<file path="src/rtl/max7219_scroller_pkg.sv">
// Shared types and MAX7219 register constants for the scroller controller.
package max7219_scroller_pkg;

  typedef enum logic [2:0] {
    S_IDLE,
    S_CFG,
    S_RD,
    S_SEND,
    S_TEMPO,
    S_DONE
  } state_t;

  localparam logic [3:0] REG_DECODE     = 4'h9;
  localparam logic [3:0] REG_INTENSITY  = 4'hA;
  localparam logic [3:0] REG_SCAN_LIMIT = 4'hB;
  localparam logic [3:0] REG_SHUTDOWN   = 4'hC;
  localparam logic [3:0] REG_TEST       = 4'hF;

  localparam logic [7:0] VAL_NORMAL_OP  = 8'h01;
  localparam logic [7:0] VAL_NO_DECODE  = 8'h00;
  localparam logic [7:0] VAL_SCAN_ALL   = 8'h07;
  localparam logic [7:0] VAL_TEST_OFF   = 8'h00;

  localparam logic [2:0] CFG_LAST = 3'd4;

  // {reg, value} of the idx-th init register, in send order
  function automatic logic [11:0] cfg_word(input logic [2:0] idx, input logic [3:0] intensity);
    case (idx)
      3'd0:    cfg_word = {REG_SHUTDOWN, VAL_NORMAL_OP};
      3'd1:    cfg_word = {REG_DECODE, VAL_NO_DECODE};
      3'd2:    cfg_word = {REG_SCAN_LIMIT, VAL_SCAN_ALL};
      3'd3:    cfg_word = {REG_INTENSITY, 4'h0, intensity};
      default: cfg_word = {REG_TEST, VAL_TEST_OFF};
    endcase
  endfunction

endpackage

</file>
<file path="src/rtl/max7219_scroller_ram.sv">
// True dual-port synchronous-read RAM: port A host read/write, port B scroller read.
module max7219_scroller_ram #(
  parameter int AW = 8,
  parameter int DW = 8
) (
  input  logic          clk,
  input  logic          rst,
  input  logic          a_me_i,
  input  logic          a_we_i,
  input  logic [AW-1:0] a_addr_i,
  input  logic [DW-1:0] a_wdata_i,
  output logic [DW-1:0] a_rdata_o,
  input  logic          b_re_i,
  input  logic [AW-1:0] b_addr_i,
  output logic [DW-1:0] b_rdata_o
);

  logic [DW-1:0] mem_q [2**AW];
  logic [DW-1:0] a_rdata_q;
  logic [DW-1:0] b_rdata_q;

  always_ff @(posedge clk) begin
    if (a_me_i && a_we_i) mem_q[a_addr_i] <= a_wdata_i;
  end

  // Reads sample the array before this cycle's write lands (read-first).
  always_ff @(posedge clk) begin
    if (rst) begin
      a_rdata_q <= '0;
      b_rdata_q <= '0;
    end else begin
      if (a_me_i) a_rdata_q <= mem_q[a_addr_i];
      if (b_re_i) b_rdata_q <= mem_q[b_addr_i];
    end
  end

  assign a_rdata_o = a_rdata_q;
  assign b_rdata_o = b_rdata_q;

endmodule

</file>
<file path="src/rtl/max7219_scroller_ctrl_multi.sv">
// Scroller controller: initialises a MAX7219 chain and scrolls RAM-held columns across it.
module max7219_scroller_ctrl_multi
  import max7219_scroller_pkg::*;
#(
  parameter int G_MATRIX_NB      = 8,
  parameter int G_RAM_ADDR_WIDTH = 8,
  parameter int G_RAM_DATA_WIDTH = 8
) (
  input  logic                        clk,
  input  logic                        rst,
  input  logic                        i_me,
  input  logic                        i_we,
  input  logic [G_RAM_ADDR_WIDTH-1:0] i_addr,
  input  logic [G_RAM_DATA_WIDTH-1:0] i_wdata,
  output logic [G_RAM_DATA_WIDTH-1:0] o_rdata,
  input  logic [G_RAM_ADDR_WIDTH-1:0] i_ram_start_ptr,
  input  logic [G_RAM_ADDR_WIDTH-1:0] i_msg_length,
  input  logic                        i_start_scroll,
  input  logic                        i_stop,
  input  logic                        i_dir,
  input  logic                        i_loop,
  input  logic [3:0]                  i_intensity,
  input  logic [31:0]                 i_max_tempo_cnt,
  input  logic                        i_max7219_if_done,
  output logic                        o_max7219_if_start,
  output logic                        o_max7219_if_en_load,
  output logic [15:0]                 o_max7219_if_data,
  output logic                        o_busy,
  output logic                        o_frame_done,
  output logic                        o_scroll_done
);

  localparam int AW = G_RAM_ADDR_WIDTH;
  localparam int MW = (G_MATRIX_NB > 1) ? $clog2(G_MATRIX_NB) : 1;
  localparam int KW = MW + 3;
  localparam int CW = (KW > AW) ? KW : AW;
  localparam logic [MW-1:0] MAT_LAST = MW'(G_MATRIX_NB - 1);
  localparam logic [MW-1:0] MAT_ONE  = MW'(1);
  localparam logic [AW-1:0] ADDR_ONE = AW'(1);

  state_t        state_q, state_d;
  logic          pend_q, pend_d;
  logic [MW-1:0] mat_q, mat_d;
  logic [2:0]    dig_q, dig_d;
  logic [2:0]    cfg_idx_q, cfg_idx_d;
  logic [AW-1:0] pos_q, pos_d;
  logic          moved_q, moved_d;
  logic          stop_q, stop_d;
  logic [31:0]   tcnt_q, tcnt_d;
  logic          frame_done_q, frame_done_d;
  logic [AW-1:0] start_ptr_q, start_ptr_d;
  logic [AW-1:0] len_q, len_d;
  logic          dir_q, dir_d;
  logic          loop_q, loop_d;
  logic [3:0]    intensity_q, intensity_d;
  logic [31:0]   tempo_max_q, tempo_max_d;

  logic [KW-1:0] col_k;
  logic          zero_col;
  logic [AW:0]   col_sum;
  logic          col_wrap;
  logic [AW-1:0] rd_addr;
  logic [AW-1:0] pos_next;
  logic [G_RAM_DATA_WIDTH-1:0] b_rdata;

  // Column index k = m*8 + (d-1); dig_q holds d-1.
  assign col_k    = {mat_q, dig_q};
  assign zero_col = CW'(col_k) >= CW'(len_q);
  assign col_sum  = {1'b0, pos_q} + {1'b0, AW'(col_k)};
  assign col_wrap = col_sum >= {1'b0, len_q};
  assign rd_addr  = start_ptr_q + AW'(col_wrap ? col_sum - {1'b0, len_q} : col_sum);
  assign pos_next = dir_q ? ((pos_q == '0) ? len_q - ADDR_ONE : pos_q - ADDR_ONE)
                          : ((pos_q == len_q - ADDR_ONE) ? '0 : pos_q + ADDR_ONE);

  max7219_scroller_ram #(
    .AW(G_RAM_ADDR_WIDTH),
    .DW(G_RAM_DATA_WIDTH)
  ) u_ram (
    .clk      (clk),
    .rst      (rst),
    .a_me_i   (i_me),
    .a_we_i   (i_we),
    .a_addr_i (i_addr),
    .a_wdata_i(i_wdata),
    .a_rdata_o(o_rdata),
    .b_re_i   (state_q == S_RD),
    .b_addr_i (rd_addr),
    .b_rdata_o(b_rdata)
  );

  always_ff @(posedge clk) begin
    if (rst) begin
      state_q      <= S_IDLE;
      pend_q       <= 1'b0;
      mat_q        <= '0;
      dig_q        <= '0;
      cfg_idx_q    <= '0;
      pos_q        <= '0;
      moved_q      <= 1'b0;
      stop_q       <= 1'b0;
      tcnt_q       <= '0;
      frame_done_q <= 1'b0;
      start_ptr_q  <= '0;
      len_q        <= '0;
      dir_q        <= 1'b0;
      loop_q       <= 1'b0;
      intensity_q  <= '0;
      tempo_max_q  <= '0;
    end else begin
      state_q      <= state_d;
      pend_q       <= pend_d;
      mat_q        <= mat_d;
      dig_q        <= dig_d;
      cfg_idx_q    <= cfg_idx_d;
      pos_q        <= pos_d;
      moved_q      <= moved_d;
      stop_q       <= stop_d;
      tcnt_q       <= tcnt_d;
      frame_done_q <= frame_done_d;
      start_ptr_q  <= start_ptr_d;
      len_q        <= len_d;
      dir_q        <= dir_d;
      loop_q       <= loop_d;
      intensity_q  <= intensity_d;
      tempo_max_q  <= tempo_max_d;
    end
  end

  always_comb begin
    state_d      = state_q;
    pend_d       = pend_q;
    mat_d        = mat_q;
    dig_d        = dig_q;
    cfg_idx_d    = cfg_idx_q;
    pos_d        = pos_q;
    moved_d      = moved_q;
    stop_d       = stop_q;
    tcnt_d       = tcnt_q;
    frame_done_d = 1'b0;
    start_ptr_d  = start_ptr_q;
    len_d        = len_q;
    dir_d        = dir_q;
    loop_d       = loop_q;
    intensity_d  = intensity_q;
    tempo_max_d  = tempo_max_q;
    if (state_q != S_IDLE && i_stop) stop_d = 1'b1;
    unique case (state_q)
      S_IDLE: begin
        if (i_start_scroll && i_msg_length != '0) begin
          state_d     = S_CFG;
          pend_d      = 1'b0;
          mat_d       = MAT_LAST;
          dig_d       = '0;
          cfg_idx_d   = '0;
          pos_d       = '0;
          moved_d     = 1'b0;
          stop_d      = 1'b0;
          start_ptr_d = i_ram_start_ptr;
          len_d       = i_msg_length;
          dir_d       = i_dir;
          loop_d      = i_loop;
          intensity_d = i_intensity;
          tempo_max_d = i_max_tempo_cnt;
        end
      end
      S_CFG: begin
        if (!pend_q) begin
          pend_d = 1'b1;
        end else if (i_max7219_if_done) begin
          pend_d = 1'b0;
          if (mat_q == '0) begin
            mat_d = MAT_LAST;
            if (cfg_idx_q == CFG_LAST) state_d = S_RD;
            else cfg_idx_d = cfg_idx_q + 3'd1;
          end else begin
            mat_d = mat_q - MAT_ONE;
          end
        end
      end
      S_RD: state_d = S_SEND;
      S_SEND: begin
        if (!pend_q) begin
          pend_d = 1'b1;
        end else if (i_max7219_if_done) begin
          pend_d = 1'b0;
          if (mat_q != '0) begin
            mat_d   = mat_q - MAT_ONE;
            state_d = S_RD;
          end else if (dig_q != 3'd7) begin
            mat_d   = MAT_LAST;
            dig_d   = dig_q + 3'd1;
            state_d = S_RD;
          end else begin
            frame_done_d = 1'b1;
            mat_d        = MAT_LAST;
            dig_d        = '0;
            if (stop_q || i_stop || (!loop_q && moved_q && pos_q == '0)) begin
              state_d = S_DONE;
            end else if (tempo_max_q == '0) begin
              pos_d   = pos_next;
              moved_d = 1'b1;
              state_d = S_RD;
            end else begin
              tcnt_d  = '0;
              state_d = S_TEMPO;
            end
          end
        end
      end
      S_TEMPO: begin
        if (tcnt_q == tempo_max_q - 32'd1) begin
          pos_d   = pos_next;
          moved_d = 1'b1;
          state_d = S_RD;
        end else begin
          tcnt_d = tcnt_q + 32'd1;
        end
      end
      // Two cycles: the first lines scroll_done up one cycle behind frame_done.
      S_DONE: begin
        if (!pend_q) begin
          pend_d = 1'b1;
        end else begin
          pend_d  = 1'b0;
          state_d = S_IDLE;
        end
      end
      default: state_d = S_IDLE;
    endcase
  end

  always_comb begin
    o_busy               = state_q != S_IDLE;
    o_max7219_if_start   = (state_q == S_CFG || state_q == S_SEND) && !pend_q;
    o_frame_done         = frame_done_q;
    o_scroll_done        = state_q == S_DONE && pend_q;
    o_max7219_if_data    = '0;
    o_max7219_if_en_load = 1'b0;
    if (state_q == S_CFG) begin
      o_max7219_if_data    = {4'h0, cfg_word(cfg_idx_q, intensity_q)};
      o_max7219_if_en_load = mat_q == '0;
    end else if (state_q == S_SEND) begin
      o_max7219_if_data    = {4'h0, {1'b0, dig_q} + 4'd1, zero_col ? 8'h00 : b_rdata};
      o_max7219_if_en_load = mat_q == '0;
    end
  end

endmodule

</file>
<file path="config.mk">
export PLATFORM = sky130hd
export DESIGN_NAME = max7219_scroller_ctrl_multi
export DESIGN_NICKNAME = d
export VERILOG_FILES = /design/src/rtl/max7219_scroller_pkg.sv /design/src/rtl/max7219_scroller_ram.sv /design/src/rtl/max7219_scroller_ctrl_multi.sv
export SDC_FILE = /design/constraint.sdc
export NUM_CORES = 2
export LEC_CHECK = 0
export CORE_ASPECT_RATIO = 0.7
export CORE_MARGIN = 8
export CORE_UTILIZATION = 30
export CTS_CLUSTER_SIZE = 20
export DETAILED_ROUTE_END_ITERATION = 16
export DONT_BUFFER_PORTS = 1
export PLACE_DENSITY = 0.42
export SETUP_SLACK_MARGIN = 0.1
export SYNTH_ARGS = -nofsm -noshare
export SYNTH_HDL_FRONTEND = slang
export SYNTH_SLANG_ARGS = --single-unit
export TNS_END_PERCENT = 1
</file>
<file path="constraint.sdc">
create_clock -name clk -period 9.1 [get_ports clk]
set_input_delay 2.275 -clock clk [delete_from_list [all_inputs] [get_ports clk]]
set_output_delay 2.275 -clock clk [all_outputs]
set_load 0.05 [all_outputs]
</file>
==> results.toml <==
[global_routing]
grt_pass1_wl_um = 525000
track_usage_pct = 20.3
grt_max_degree = 517
grt.overflow.total = 0
antenna_found_initial = 37
grt_pass1_vias = 60100

[yosys]
async_flop_share_pct = 0
synth_top_area_share_pct = 58.7
yosys.area.top_type = "edfxtp_1"
synth_edf_count = 2048
synth.yosys.seq_area_share_pct = 61.1
synth.distinct_cells = 110
ys_warn_count = 0
synth_common_cells = "2048 x edfxtp_1, 1183 x mux4_2, 552 x nand2_1"
synthCells = 5908
synth_seq_cells = 2174
synthFlopType = "edfxtp_1"
ys_top_cells_by_area = "edfxtp_1 59%, mux4_2 25%, dfxtp_1 2.4%"
synth.most_common_cell = "edfxtp_1"
synth.cell_area_um2 = 105000
postSynthAreaPerCell_um2 = 17.7

[layout]
area_growth_pct = 12.5
layout.nets = 5989
finalInstanceArea_um2 = 118000
ff_latch_area_um2 = 64000
drive_gt1_share_pct = 30.1
multiInputGateArea_um2 = 38600
fillerInstances = 32900

[worst_setup_path]
end_kind = "register"
critical_path_peak_fanout = 38
crit_top_cell = "mux2i_1"
path_class = "reg2reg"
r2r-start = "pos_q[0]"
critical_path_arrival_ps = 9530
r2r_end = "u_ram.b_rdata_o[1]"
cpMaxStageDelayCell = "fa_4"
rrSetupSlack_ps = 400
start_kind = "register"
reg2reg_depth = 26
slowest_delay_ps = 1250
cp_data_required_time_ps = 9940

[detailed_routing]
initialDrtViolationCount = 7769
vias = 61700
drc = 0
wl_um = 384000
wl_per_cell_um = 35.8
drtPass1Iterations = 6
drtAntennaViolNets = 0
avgViaCountPerCell = 5.76

[min_path]
hold_depth = 2
hold_class = "reg2reg"
hp-start = "intensity_q[1]"
holdPathEnd = "intensity_q[1]"

[pwr]
leakage_nw = 35.5
ir_drop_v = 0.000618
p_sw_share_pct = 44.4
p_int_mw = 24.4
comb_power_share_pct = 52.7
p_clk_share_pct = 21.6
p_sw_mw = 19.5
powerDensity_nw_per_um2 = 372
seq_power_share_pct = 25.8

[timing]
min_period_ps = 8700
rsz0062_at_grt = "no"
finalSetupTns_ps = 0
report.final.slew_viol_count = 235
worstMarginPinSlew_ps = 1740
finalHoldViolCount = 0
slew_headroom_pct = -15.9
fmax_ghz = 0.115
fin_crit_sh_pct = 95.6
clock_skew_ps = 55.9
finalSetupViolCount = 0

[cts]
root_buffer = "clkbuf_16"
cts.htree.levels = 4
clock_latency_ps = 920
cts_buffers = 229
tritoncts = "yes"
ctsHoldBuffers = 0
clkSinkCount = 2174
cts-resized-gates = 0
clock_path_buffers = 4
post_cts_buffers = 0
path_clk_slew_ps = 60

[floorplan]
coreArea_um2 = 347000
io_pins = 106
die_h_um = 510
die_w_um = 722
row_count = 181
initial_core_util_pct = 30.1
die-area_um2 = 368000

[status]
failed_checks = "max-slew violations"
outcome = "complete, but fails checks"

[flow_run]
maxCapViolations = 0

[place]
hpwlAfterDp_um = 241000
place_area_um2 = 110000
portBuffers = 0
place_congestion = 0.869
-- worst max-delay path: cells and delay by family (launching register included) --
family	cells	cell delay (ps)
AOI/OAI and AO/OA	9	3560
adders and majority gates	5	2390
muxes	4	750
buffers and inverters	3	590
DFF	1	520
and+or+nand+nor	4	500
xor gates and xnor gates	1	220
-- stage by stage --
stage	instances	power, mW	util (%)	hold slack (ps)	setup slack [ps]
detailed placement	10300	34.2	31.8	450	667
floorplan	5911	23.5	-	434	2620
CTS	10700	43.7	33.9	459	629
finish	10700	43.8	33.9	457	403
global placement	10300	34.3	31.8	441	364
global route	10700	44.9	33.9	474	249
-- routing by layer --
layer  part of all wire (%)  wire (um)  GRT usage [%]
met3                    8.5      32500           4.25
met4                    2.6      10200           4.81
met5                   0.11        409          0.544
met2                     42     160000           28.4
met1                     47     181000           31.7
-- cells in the final DEF (no fill, tap or decap), types with 22 or more instances in the layout --
cell type  synthesis  layout
a21oi_1          139     139
a22oi_1           22      22
a31oi_1           37      37
and3_1            61      61
buf_12             2      29
buf_4             17     161
clkbuf_1         275      46
clkbuf_16          0     232
clkinv_1           1      48
clkinv_2           0      50
dfxtp_1          126     126
edfxtp_1        2048    2048
ha_1              42      41
inv_1             45      45
mux2i_1          106     106
mux4_2          1183    1183
nand2_1          552     548
nand3_1           90      84
nand4_1           50      50
nor2_1           368     353
nor2b_1           29      25
nor3_1            49      47
nor4_1            24      23
o21ai_0           33      32
xnor2_1           45      41
xor2_1            27      24
-- area by class of cell --
type | count | area share [%]
flip-flops and latches | 2174 | 54.4
multi-input cells | 3221 | 32.8
clock buffers | 288 | 5.19
well taps | 4666 | 4.96
repair buffers | 195 | 1.62
clock inverters | 126 | 0.935
inverters | 46 | 0.147
diodes | 8 | 0.0170
-- sequential cells by signal, summed over array words and instances (netlist names), 4 cells and up --
| name | count |
|---|---|
| u_ram.a_rdata_o | 8 |
| u_ram.b_rdata_o | 8 |
| tcnt_q | 32 |
| u_ram.mem_q | 2048 |
| tempo_max_q | 32 |
| intensity_q | 4 |
| pos_q | 8 |
| start_ptr_q | 8 |
| len_q | 8 |
-- kinds of logic (layout without fill, tap and decap cells) --
logic type | count (synthesis) | after routing | synth area share (%)
XOR/XNOR | 72 | 72 | 0.602
AND/OR/NAND/NOR | 1348 | 1348 | 5.88
other | 1 | 12 | 0.00358
flip-flops | 2174 | 2174 | 61.1
multiplexers | 1305 | 1305 | 26.6
adder cells (fa/ha/maj) | 45 | 45 | 0.559
buffers and inverters | 516 | 655 | 2.24
AO/OA/AOI/OAI | 447 | 447 | 2.94
-- power by group through the flow --
| stage | combinational (mW) | clock, mW | sequential (mW) |
|---|---|---|---|
| 2_1_floorplan | 12.2 | 0 | 11.3 |
| 3_3_place_gp | 22.8 | 0 | 11.5 |
| 3_5_place_dp | 22.7 | 0 | 11.5 |
| 4_1_cts | 22.8 | 9.63 | 11.3 |
| 5_1_grt | 23.7 | 9.96 | 11.3 |
| 6_report | 23.1 | 9.45 | 11.3 |
-- worst max path at each step --
stage / to / start / slack [ps]
final: u_ram.b_rdata_o[1] / pos_q[0] / 400
after global routing: u_ram.b_rdata_o[1] / pos_q[0] / 250
after CTS: u_ram.b_rdata_o[1] / pos_q[0] / 630
after detailed placement: u_ram.b_rdata_o[1] / pos_q[0] / 670
after global placement: u_ram.b_rdata_o[1] / pos_q[0] / 360
after floorplan: u_ram.b_rdata_o[4] / pos_q[1] / 2620
(Power assumes the default switching activity.)
